--- config.mk ---
export PLATFORM = sky130hd
export DESIGN_NAME = fetch_stage_ctrl
export DESIGN_NICKNAME = d
export VERILOG_FILES = /design/src/rtl/fetch_stage_ctrl_pkg.sv /design/src/rtl/if_id_reg.sv /design/src/rtl/fetch_stage_ctrl.sv
export SDC_FILE = /design/constraint.sdc
export NUM_CORES = 1
export LEC_CHECK = 0
export BUFFER_PORTS_ARGS = -buffer_cell sky130_fd_sc_hd__buf_2
export CORE_UTILIZATION = 40
export DETAILED_ROUTE_END_ITERATION = 8
export SETUP_SLACK_MARGIN = 0.5
export SYNTH_ARGS = -nofsm -noshare
export SYNTH_HDL_FRONTEND = slang
export SYNTH_HIERARCHICAL = 1
export SYNTH_SLANG_ARGS = --single-unit
--- constraint.sdc ---
create_clock -name I_CLK -period 4.75 [get_ports I_CLK]
set_input_delay 0.95 -clock I_CLK [delete_from_list [all_inputs] [get_ports I_CLK]]
set_output_delay 0.95 -clock I_CLK [all_outputs]
set_load 0.05 [all_outputs]
--- src/rtl/fetch_stage_ctrl_pkg.sv ---
// Shared constants, state encoding and helpers for the fetch stage controller.
package fetch_stage_ctrl_pkg;

    localparam int          PC_WIDTH_DEF     = 32;
    localparam logic [31:0] RESET_PC_DEF     = 32'h0000_0000;
    localparam logic [5:0]  HALT_OPCODE_DEF  = 6'b010101;
    localparam int          DRAIN_CYCLES_DEF = 4;

    // Bubble instruction placed in IF/ID on flush or drain.
    localparam logic [31:0] NOP_INSTR = 32'h0000_0000;

    typedef logic [1:0] state_t;
    localparam state_t RUN    = 2'd0;
    localparam state_t DRAIN  = 2'd1;
    localparam state_t HALTED = 2'd2;

    // True when the primary opcode field matches the halt opcode.
    function automatic logic is_halt_instr(input logic [31:0] instr,
                                           input logic [5:0]  halt_op);
        return instr[31:26] == halt_op;
    endfunction

endpackage

--- src/rtl/if_id_reg.sv ---
// IF/ID pipeline register: flush beats write-enable, async active-low reset.
module if_id_reg
    import fetch_stage_ctrl_pkg::*;
#(
    parameter int PC_WIDTH = PC_WIDTH_DEF
) (
    input  logic                clk,
    input  logic                rst_n,
    input  logic                load_en,
    input  logic                flush,
    input  logic [31:0]         instr_in,
    input  logic [PC_WIDTH-1:0] pc4_in,
    output logic [31:0]         instr_o,
    output logic [PC_WIDTH-1:0] pc4_o,
    output logic                valid_o
);

    logic [31:0]         instr_q, instr_d;
    logic [PC_WIDTH-1:0] pc4_q, pc4_d;
    logic                valid_q, valid_d;

    // Next contents: bubble on flush, new instruction on load, else hold.
    always_comb begin
        instr_d = instr_q;
        pc4_d   = pc4_q;
        valid_d = valid_q;
        if (flush) begin
            instr_d = NOP_INSTR;
            pc4_d   = '0;
            valid_d = 1'b0;
        end else if (load_en) begin
            instr_d = instr_in;
            pc4_d   = pc4_in;
            valid_d = 1'b1;
        end
    end

    // Register storage, cleared to a bubble on reset.
    always_ff @(posedge clk or negedge rst_n) begin
        if (!rst_n) begin
            instr_q <= NOP_INSTR;
            pc4_q   <= '0;
            valid_q <= 1'b0;
        end else begin
            instr_q <= instr_d;
            pc4_q   <= pc4_d;
            valid_q <= valid_d;
        end
    end

    assign instr_o = instr_q;
    assign pc4_o   = pc4_q;
    assign valid_o = valid_q;

endmodule

--- src/rtl/fetch_stage_ctrl.sv ---
// Fetch front end: PC register, IF/ID register, halt drain FSM and debug step gating.
// Nothing moves unless the advance enable is high (run mode, or a step pulse in step mode).
module fetch_stage_ctrl
    import fetch_stage_ctrl_pkg::*;
#(
    parameter int                  PC_WIDTH     = PC_WIDTH_DEF,
    parameter logic [PC_WIDTH-1:0] RESET_PC     = PC_WIDTH'(RESET_PC_DEF),
    parameter logic [5:0]          HALT_OPCODE  = HALT_OPCODE_DEF,
    parameter int                  DRAIN_CYCLES = DRAIN_CYCLES_DEF
) (
    input  logic                I_CLK,
    input  logic                I_RESET_N,
    input  logic                I_PC_WRITE,
    input  logic                I_IFID_WRITE,
    input  logic                I_REDIRECT,
    input  logic [PC_WIDTH-1:0] I_REDIRECT_PC,
    input  logic [31:0]         I_INSTR,
    input  logic                I_DBG_MODE,
    input  logic                I_DBG_STEP,
    output logic [PC_WIDTH-1:0] O_PC,
    output logic [31:0]         O_IFID_INSTR,
    output logic [PC_WIDTH-1:0] O_IFID_PC4,
    output logic                O_IFID_VALID,
    output logic                O_HALTED,
    output logic [31:0]         O_FETCH_COUNT
);

    localparam int                  CNT_W      = $clog2(DRAIN_CYCLES + 1);
    localparam logic [CNT_W-1:0]    DRAIN_LAST = CNT_W'(DRAIN_CYCLES);
    localparam logic [PC_WIDTH-1:0] PC_STEP    = PC_WIDTH'(4);

    state_t              state_q, state_d;
    logic [PC_WIDTH-1:0] pc_q, pc_d;
    logic [CNT_W-1:0]    drain_cnt_q, drain_cnt_d;
    logic [31:0]         fetch_count_q, fetch_count_d;
    logic                halted_q, halted_d;

    logic                adv;
    logic                instr_is_halt;
    logic [PC_WIDTH-1:0] pc_plus4;
    logic [CNT_W-1:0]    drain_cnt_inc;
    logic                ifid_load;
    logic                ifid_flush;

    assign adv           = !I_DBG_MODE || I_DBG_STEP;
    assign instr_is_halt = is_halt_instr(I_INSTR, HALT_OPCODE);
    assign pc_plus4      = pc_q + PC_STEP;
    assign drain_cnt_inc = drain_cnt_q + CNT_W'(1);

    // State register plus all front-end flops.
    always_ff @(posedge I_CLK or negedge I_RESET_N) begin
        if (!I_RESET_N) begin
            state_q       <= RUN;
            pc_q          <= RESET_PC;
            drain_cnt_q   <= '0;
            fetch_count_q <= '0;
            halted_q      <= 1'b0;
        end else begin
            state_q       <= state_d;
            pc_q          <= pc_d;
            drain_cnt_q   <= drain_cnt_d;
            fetch_count_q <= fetch_count_d;
            halted_q      <= halted_d;
        end
    end

    // Next-state: HALT fetch starts the drain, a redirect cancels it, full drain halts.
    always_comb begin
        state_d = state_q;
        if (adv) begin
            case (state_q)
                RUN: begin
                    if (!I_REDIRECT && I_IFID_WRITE && instr_is_halt) begin
                        state_d = DRAIN;
                    end
                end
                DRAIN: begin
                    if (I_REDIRECT) begin
                        state_d = RUN;
                    end else if (I_IFID_WRITE && (drain_cnt_inc == DRAIN_LAST)) begin
                        state_d = HALTED;
                    end
                end
                HALTED:  state_d = HALTED;
                default: state_d = RUN;
            endcase
        end
    end

    // Datapath controls: redirect beats stall beats normal advance.
    always_comb begin
        pc_d          = pc_q;
        drain_cnt_d   = drain_cnt_q;
        fetch_count_d = fetch_count_q;
        halted_d      = halted_q;
        ifid_load     = 1'b0;
        ifid_flush    = 1'b0;
        if (adv) begin
            case (state_q)
                RUN: begin
                    if (I_REDIRECT) begin
                        pc_d       = I_REDIRECT_PC;
                        ifid_flush = 1'b1;
                    end else begin
                        ifid_load = I_IFID_WRITE;
                        if (I_IFID_WRITE && instr_is_halt) begin
                            // HALT goes into IF/ID but the PC stays on it.
                            drain_cnt_d = '0;
                        end else begin
                            if (I_PC_WRITE) begin
                                pc_d = pc_plus4;
                            end
                            if (I_IFID_WRITE) begin
                                fetch_count_d = fetch_count_q + 32'd1;
                            end
                        end
                    end
                end
                DRAIN: begin
                    if (I_REDIRECT) begin
                        pc_d        = I_REDIRECT_PC;
                        ifid_flush  = 1'b1;
                        drain_cnt_d = '0;
                    end else if (I_IFID_WRITE) begin
                        ifid_flush  = 1'b1;
                        drain_cnt_d = drain_cnt_inc;
                    end
                end
                HALTED: begin
                    // Registered flag rises one cycle after entering HALTED.
                    halted_d = 1'b1;
                end
                default: begin
                    pc_d = pc_q;
                end
            endcase
        end
    end

    if_id_reg #(
        .PC_WIDTH (PC_WIDTH)
    ) u_if_id_reg (
        .clk      (I_CLK),
        .rst_n    (I_RESET_N),
        .load_en  (ifid_load),
        .flush    (ifid_flush),
        .instr_in (I_INSTR),
        .pc4_in   (pc_plus4),
        .instr_o  (O_IFID_INSTR),
        .pc4_o    (O_IFID_PC4),
        .valid_o  (O_IFID_VALID)
    );

    assign O_PC          = pc_q;
    assign O_HALTED      = halted_q;
    assign O_FETCH_COUNT = fetch_count_q;

endmodule

* Word level (Yosys, flattened, before mapping)
Index checks and enable logic that the tools add are counted.
** Storage, ports and cells
- Register bits :: 135
- Input port bits :: 71
- Output and inout port bits :: 130
** Operators by class
- Add/sub/neg operators :: 3
- Equal/unequal tests :: 12
- Muxes and demuxes :: 28
- Bitwise logic cells :: 2
- Reductions and logical operators :: 15
** Operators by type and width (number)
- two-way mux 32 bit :: 8
- case mux 32 bit (2 select lines) :: 1
- adder 32 x 1 -> 32 bit, second input constant :: 1
- adder 32 x 3 -> 32 bit, second input constant :: 1
- AND reduction 5 bit :: 3
- two-way mux 3 bit :: 4
- inequality test 3 bit, second input constant :: 4
- two-way mux 1 bit :: 9
- inequality test 2 bit, second input constant :: 4
- equality test 6 x 5 -> 1 bit, second input constant :: 1
- two-way mux 2 bit :: 3
- case mux 2 bit (3 select lines) :: 1
- case mux 3 bit (2 select lines) :: 1
- logical AND 1 bit :: 4
- nonzero test 2 bit :: 2
- adder 3 x 1 -> 3 bit, second input constant :: 1
- equality test 3 bit, second input constant :: 1
- AND reduction 3 bit :: 1
- equality test 2 x 1 -> 1 bit, second input constant :: 1
- equality test 2 bit, second input constant :: 1
- zero test 1 bit :: 2
- zero test 2 bit :: 1
- inverter 1 bit :: 2
- case mux 1 bit (2 select lines) :: 1
- other kinds (2) :: 2

* Logic depth before layout (Yosys ltp)
Gate-level depths: netlist of the first run.
- Depth after elaboration :: 6
- Depth in mapped cells :: 8

* By module
The synthesis of the first run kept the hierarchy.
** Modules (own cells, without submodules)
- fetch_stage_ctrl :: times used 1, cells an instance 446, area each 4136.5 um^2, sequential area each 1751.7 um^2
- if_id_reg :: times used 1, cells an instance 209, area each 2637.5 um^2, sequential area each 1626.6 um^2

* Least setup slack after synthesis of the first run
OpenSTA, ideal clock, no wires.
- Path kind :: input-to-reg
- Start :: in I_REDIRECT
- End :: reg fetch_count_q[30], in the netlist O_FETCH_COUNT[30]
- Library setup time :: 140 ps
- Arrival :: 2636 ps
- Required time :: 4610 ps
- Slack :: 1973 ps
- Stages on the path :: 7
- Buffers on the path :: 1
- Cell sequence :: buf_4 or4b_4 or2_4 clkinv_4 nand3_4 or4_4 xnor2_2
** On the way
- Cells in the longest elaborated chain, start to end :: 2
** Ends and longest elaborated chain
- start: declaration :: RTL line fetch_stage_ctrl.sv:15 : input logic I_REDIRECT,
- inverter 1 bit (no source line)
- AND reduction 5 bit (no source line)
- end signal: assignment :: RTL line fetch_stage_ctrl.sv:62 : fetch_count_q <= fetch_count_d;
- end: declaration :: RTL line fetch_stage_ctrl.sv:35 : logic [31:0] fetch_count_q, fetch_count_d;
Every way passes these cells.
A chain may end at the register's enable or synchronous reset.

* Worst setup path after layout of the first run
- Start :: in I_REDIRECT
- End :: reg u_if_id_reg.instr_q[21], in the netlist u_if_id_reg/instr_o[21]
** On the way
- Cells in the longest elaborated chain, start to end :: 4
- Elaborated cells between the ends (all ways) :: 9
** Ends and longest elaborated chain
- two-way mux 1 bit :: RTL line fetch_stage_ctrl.sv:101 : if (I_REDIRECT) begin
- two-way mux 1 bit :: RTL line fetch_stage_ctrl.sv:99 : case (state_q)
- two-way mux 1 bit :: RTL line fetch_stage_ctrl.sv:98 : if (adv) begin
- named net ifid_load :: RTL line fetch_stage_ctrl.sv:42 : logic ifid_load;
- nonzero test 2 bit (no source line)
- end signal: assignment :: RTL line if_id_reg.sv:45 : instr_q <= instr_d;
- end: declaration :: RTL line if_id_reg.sv:18 : logic [31:0] instr_q, instr_d;
The timed path passes the listed nets, and every way through them passes these cells.

==> impl_metrics.json, run 1 <==
{
  "initial_utilization": 0.408,
  "die_width_um": 132,
  "total_power_w": 0.00391,
  "boundaryPins": 201,
  "final_cell_mix": "199 x buf_2, 135 x dfrtp_1, 87 x nor2_1, 66 x mux2i_1, 49 x nand2_1",
  "totalNegativeSetupSlack_ps": 0,
  "post_synthesis_cell_area_mm2": 0.00677,
  "synth_edf_count": 0,
  "grt.busiest_layer": "met2",
  "clock_sinks": 135,
  "core_mm2": 0.0166,
  "tritoncts.num_buffers": 17,
  "worst_setup_hold_path_clk_slew_ps": 60,
  "avgRoutedWirePerCell_um": 16.4,
  "finalCriticalPeriod_ps": 2930,
  "synth.top_cells.by_area": "dfrtp_1 50%, mux2i_1 9.8%, xnor2_1 6.1%",
  "first_pass_grt_wire_length_mm": 28.3,
  "timing.final.setup_violations": 0,
  "timing.critical_path.fanout_max": 37,
  "detail_route.drc_violations": 0,
  "cts.path.max_buffers": 2,
  "power_density_mw_per_mm2": 460,
  "min_path_type": "flop to flop",
  "clkLatencyLatePin_ps": 420,
  "clock_root_buffer_master": "clkbuf_16",
  "grt_max_degree": 81,
  "avgViaCountPerCell": 5.16,
  "leading_cell_type_in_the_layout_fill_and_taps_excluded": "buf_2",
  "port_buffers": 200,
  "hold_buffers": 0,
  "worst_setup_path_end_kind": "flop",
  "fraction_of_final_layout_cells_with_drive_strength_greater_than_1": 0.307,
  "max_cap_violations": 0,
  "yosysSeqAreaShare": 0.499,
  "place_hpwl_mm": 12.2,
  "route.final.wire_length_mm": 17.6,
  "number_of_filler_instances_in_the_final_layout": 1559,
  "post-route-worst-setup-slack_ps": 1820,
  "nNetsFinal": 915,
  "clock_tree_from_tritoncts": "done",
  "power.ir.vdd_worst_uv": 262,
  "maxClockFrequency_mhz": 341,
  "post-cts-setup-buffers": 0,
  "timing.final.crit_share": 0.617,
  "floorplan.rows": 47,
  "average_footprint_of_a_synthesized_cell_um2": 10.3,
  "drt_first_pass_iters": 5,
  "cts_max_level": 4,
  "groute.layer.met3.usage": 0.0569,
  "synth_top_area_share": 0.499,
  "first_global_vias": 5489,
  "hold_viol": 0,
  "crit_required_ps": 5030,
  "drt_iter0_markers": 344,
  "finalMaxSlewViolations": 0,
  "initial_antenna_violation_count": 0,
  "worst-slew-pin-transition_ps": 952,
  "maxSlewHeadroom": 0.364,
  "most_used_flip_flop_cell_after_synthesis": "dfrtp_1",
  "die_y_um": 132,
  "antenna_violating_nets_post_route": 0,
  "dp_worst_setup_slack_ps": 1390,
  "synth.ff_latch_count": 135,
  "fin_worst_skew_ps": 10.4,
  "ctsResizeCount": 0,
  "yosys.cell_types.count": 55,
  "cp-start-kind": "input pin",
  "flow.area_growth_from_synthesis_pct": 25.7,
  "outcome": "finished, final reports clean",
  "grtUsageMet2": 0.334,
  "postSynthNetCount": 730,
  "track_usage": 0.207,
  "die-area_mm2": 0.0175,
  "yosys_warnings": 6,
  "detailroute.via_count": 5540,
  "criticalPathCategory": "input pin to flop",
  "hold_ws_ps": 460,
  "crit_arrival_ps": 3210,
  "routabilityCongestion": 0.804,
  "synth_async_sr_flop_share": 1.00,
  "grt.overflow.total": 0,
  "met1_usage": 0.261,
  "power.static_leakage_nw": 4.12,
  "synthDominantAreaCellType": "dfrtp_1",
  "rsz0062_at_grt": "false",
  "netlist_instances": 655
}
==> path summary, 6_finish.rpt <==
check | start | to | slack, ps | cells past startpoint
min reg2reg | O_HALTED | O_HALTED | 460 | 2
max in group asynchronous | I_RESET_N | u_if_id_reg/pc4_o[3] | 3320 | 2
max | I_REDIRECT | u_if_id_reg/instr_o[21] | 1820 | 7
min in group asynchronous | I_RESET_N | u_if_id_reg/instr_o[3] | 560 | 1
max reg2reg | state_q[0] | u_if_id_reg/instr_o[21] | 1910 | 6
min | O_HALTED | O_HALTED | 460 | 2
==> flip-flops by register name, summed over array words and instances, names as in the netlist <==
register / flops
O_FETCH_COUNT: 32
O_HALTED: 1
state_q: 2
u_if_id_reg/valid_o: 1
O_PC: 32
u_if_id_reg/pc4_o: 32
drain_cnt_q: 3
u_if_id_reg/instr_o: 32
==> layout make-up <==
cell class	count	area (um^2)	share of cell area
well taps	220	275	0.0323
inverters	10	42.5	0.00500
clock buffers	21	470	0.0553
repair buffers	209	1070	0.126
multi-input cells	467	3120	0.367
diodes	1	2.50	0.000294
flip-flops and latches	135	3380	0.397
clock inverters	11	148	0.0173
==> worst max-delay path, stage by stage <==
cell and delay, ps:
buf_2 160, or4b_4 510, or2_4 280, clkinv_4 330
buf_4 600, mux2i_1 270, nor2_1 70
==> metrics by stage <==
stage	util	area, um^2	cells
after floorplan	-	6770	655
after global placement	0.476	7890	1041
after detailed placement	0.476	7890	1041
after CTS	0.513	8510	1073
after global routing	0.513	8510	1073
final	0.513	8510	1074
==> cells in the mapped netlist (all sizes together), types with 2 or more instances <==
cell       n
mux2i     66
mux2       6
nor3       7
nand2     49
o21a       3
clkbuf    26
ha         4
nand4     21
and3      14
dfrtp    135
a211oi     3
a31oi      2
a21oi     29
xnor2     48
and2       3
and4       4
o21ai     12
nand2b     2
nor2      87
or4        2
o22ai     18
inv        9
xor2      11
or2        3
a2bb2oi   19
nor4       8
o22a       3
nand3     28
o2bb2ai    2
buf       17
==> cell families after synthesis <==
kind of cell / after synthesis / synth area share
compound gates: 96 / 0.0922
xor+xnor: 59 / 0.0774
fa+ha+maj: 4 / 0.00739
buf+inv: 53 / 0.0441
flops: 135 / 0.499
mux: 72 / 0.107
simple gates: 236 / 0.173
==> power breakdown <==
part	total (W)	internal [W]	switching (W)
Clock	0.00137	0.000867	0.000499
Combinational	0.00111	0.000301	0.000808
Sequential	0.00144	0.00129	0.000152
==> layer usage <==
layer / share of wire / up-vias
met3: 0.064 / 27
met2: 0.48 / 187
met4: 0.019 / 0
met1: 0.44 / 2649
li1: - / 2677
met5: 0 / -
Note: power is estimated with default switching activity, not from simulation.
==> run 2, diff against run 1 <==
==> constraint.sdc (replaced) <==
create_clock -name I_CLK -period 2.9 [get_ports I_CLK]
set_input_delay 0.58 -clock I_CLK [delete_from_list [all_inputs] [get_ports I_CLK]]
set_output_delay 0.58 -clock I_CLK [all_outputs]
set_load 0.05 [all_outputs]
==> impl_metrics.json, run 2 (synthesis gave the netlist of run 1 again) <==
{
  "worst_r2r_path_depth": 6,
  "first_pass_grt_wire_length_mm": 28.5,
  "power.share.switching": 0.375,
  "initial_antenna_violation_count": 1,
  "clock_sinks": 135,
  "min_path_type": "input pin to asynchronous set/reset pin",
  "finalMaxSlewViolations": 0,
  "routabilityCongestion": 0.771,
  "nNetsFinal": 919,
  "tritoncts.num_buffers": 17,
  "grt.busiest_layer": "met2",
  "final-instance-count-excl-fill": 1074,
  "timing.final.setup_violations": 0,
  "seq_area_mm2": 0.00338,
  "initial_utilization": 0.408,
  "pwr-share-comb": 0.291,
  "detailroute.via_count": 5639,
  "worst_setup_path_end_kind": "flop",
  "path_delay_family": "simple AND/OR/NAND/NOR gates",
  "track_usage": 0.206,
  "multi_input_area_mm2": 0.00312,
  "criticalPathCategory": "flop to flop",
  "clock_tree_from_tritoncts": "done",
  "number_of_filler_instances_in_the_final_layout": 1562,
  "total_power_w": 0.00628,
  "antenna_violating_nets_post_route": 0,
  "fin_worst_skew_ps": 6.74,
  "first_global_vias": 5521,
  "internal_power_w": 0.00393,
  "route.final.wire_length_mm": 17.5,
  "avgViaCountPerCell": 5.25,
  "drt_first_pass_iters": 4,
  "met1_usage": 0.271,
  "timing.critical_path.cells": "or4b_4 > or2_4 > clkinv_4 > buf_16 > mux2i_1 > nor2_1",
  "die_y_um": 132,
  "clkLatencyLatePin_ps": 410,
  "clock_root_buffer_master": "clkbuf_16",
  "power_density_mw_per_mm2": 735,
  "leading_cell_type_in_the_layout_fill_and_taps_excluded": "buf_2",
  "grt_max_degree": 69,
  "flow.area_growth_from_synthesis_pct": 26.2,
  "outcome": "finished, final reports clean",
  "crit_required_ps": 3190,
  "totalNegativeSetupSlack_ps": 0,
  "timing.critical_path.fanout_max": 65,
  "avgRoutedWirePerCell_um": 16.3,
  "die-area_mm2": 0.0175,
  "cts_max_level": 4,
  "grtUsageMet2": 0.336,
  "cp-start-kind": "flop",
  "numPlacedInstances": 1045,
  "finalCriticalPeriod_ps": 2310,
  "cp_slowest_cell": "or4b_4",
  "worst-slew-pin-transition_ps": 744,
  "hold_viol": 0,
  "die_width_um": 132,
  "grt.overflow.total": 0,
  "cp.buffers_inverters": 2,
  "detail_route.drc_violations": 0,
  "core_mm2": 0.0166,
  "hold_buffers": 0,
  "fraction_of_final_layout_cells_with_drive_strength_greater_than_1": 0.310,
  "groute.layer.met3.usage": 0.0450,
  "max_cap_violations": 0,
  "antenna_cells": 0,
  "critical-path-max-stage-delay_ps": 590,
  "power.static_leakage_nw": 4.13,
  "port_buffers": 200,
  "rsz0062_at_grt": "true",
  "final_cell_mix": "199 x buf_2, 134 x dfrtp_1, 87 x nor2_1, 66 x mux2i_1, 49 x nand2_1",
  "switching_power_w": 0.00236,
  "floorplan.rows": 47,
  "crit_arrival_ps": 2600,
  "maxClockFrequency_mhz": 432,
  "timing.final.crit_share": 0.798,
  "power.ir.vdd_worst_uv": 398,
  "worst_setup_hold_path_clk_slew_ps": 60,
  "power.sequential.fraction": 0.375,
  "power.clock.fraction": 0.334,
  "place_hpwl_mm": 12.1,
  "crit_cells": 6,
  "maxSlewHeadroom": 0.500,
  "reg2reg_setup_slack_ps": 590,
  "boundaryPins": 201,
  "cts.path.max_buffers": 2,
  "drt_iter0_markers": 286
}
-- run 2: metrics by stage --
step / setup slack [ps] / hold slack, ps / utilization / instance area [um^2]
floorplan: 505 / 284 / - / 6770
global placement: 425 / 456 / 0.481 / 7970
detailed placement: 362 / 452 / 0.481 / 7970
CTS: 518 / 194 / 0.515 / 8540
global route: 487 / 229 / 0.516 / 8550
finish: 587 / 146 / 0.516 / 8550
-- run 2: repair_timing --
item / CTS / global route
gates resized for setup: 0 / 2
hold endpoints to repair: 0 / 0
endpoints found under the setup margin: 0 / 74
buffers inserted: 0 / 0
-- run 2: cell type report --
class                   count  share of cell area
clock inverters             9              0.0120
repair buffers            213               0.136
multi-input cells         467               0.365
inverters                  10             0.00497
well taps                 220              0.0322
flip-flops and latches    135               0.395
clock buffers              20              0.0546
-- run 2: per-layer routing --
layer | share of wire | vias to the layer above | wire length (um)
met5 | 0.00074 | - | 13
met4 | 0.015 | 2 | 259
met3 | 0.061 | 22 | 1070
met2 | 0.48 | 163 | 8420
met1 | 0.44 | 2775 | 7730
li1 | - | 2677 | -
-- run 2: worst paths after layout --
kind                                  startpoint                       to
worst max-delay path                  state_q[1]  u_if_id_reg/instr_o[22]
worst max register to register        state_q[1]  u_if_id_reg/instr_o[22]
max in group asynchronous              I_RESET_N  u_if_id_reg/instr_o[28]
min in group I_CLK              I_REDIRECT_PC[0]                  O_PC[0]
worst min register to register          O_HALTED                 O_HALTED
worst min-delay path                   I_RESET_N   u_if_id_reg/instr_o[4]
-- run 2: power by group through the flow --
stage	Clock (W)	Sequential, W	Combinational, W
finish	0.00210	0.00235	0.00183
global route	0.00223	0.00239	0.00194
detailed placement	0	0.00238	0.00184
CTS	0.00215	0.00235	0.00184
global placement	0	0.00237	0.00182
floorplan	0	0.00310	0.000615
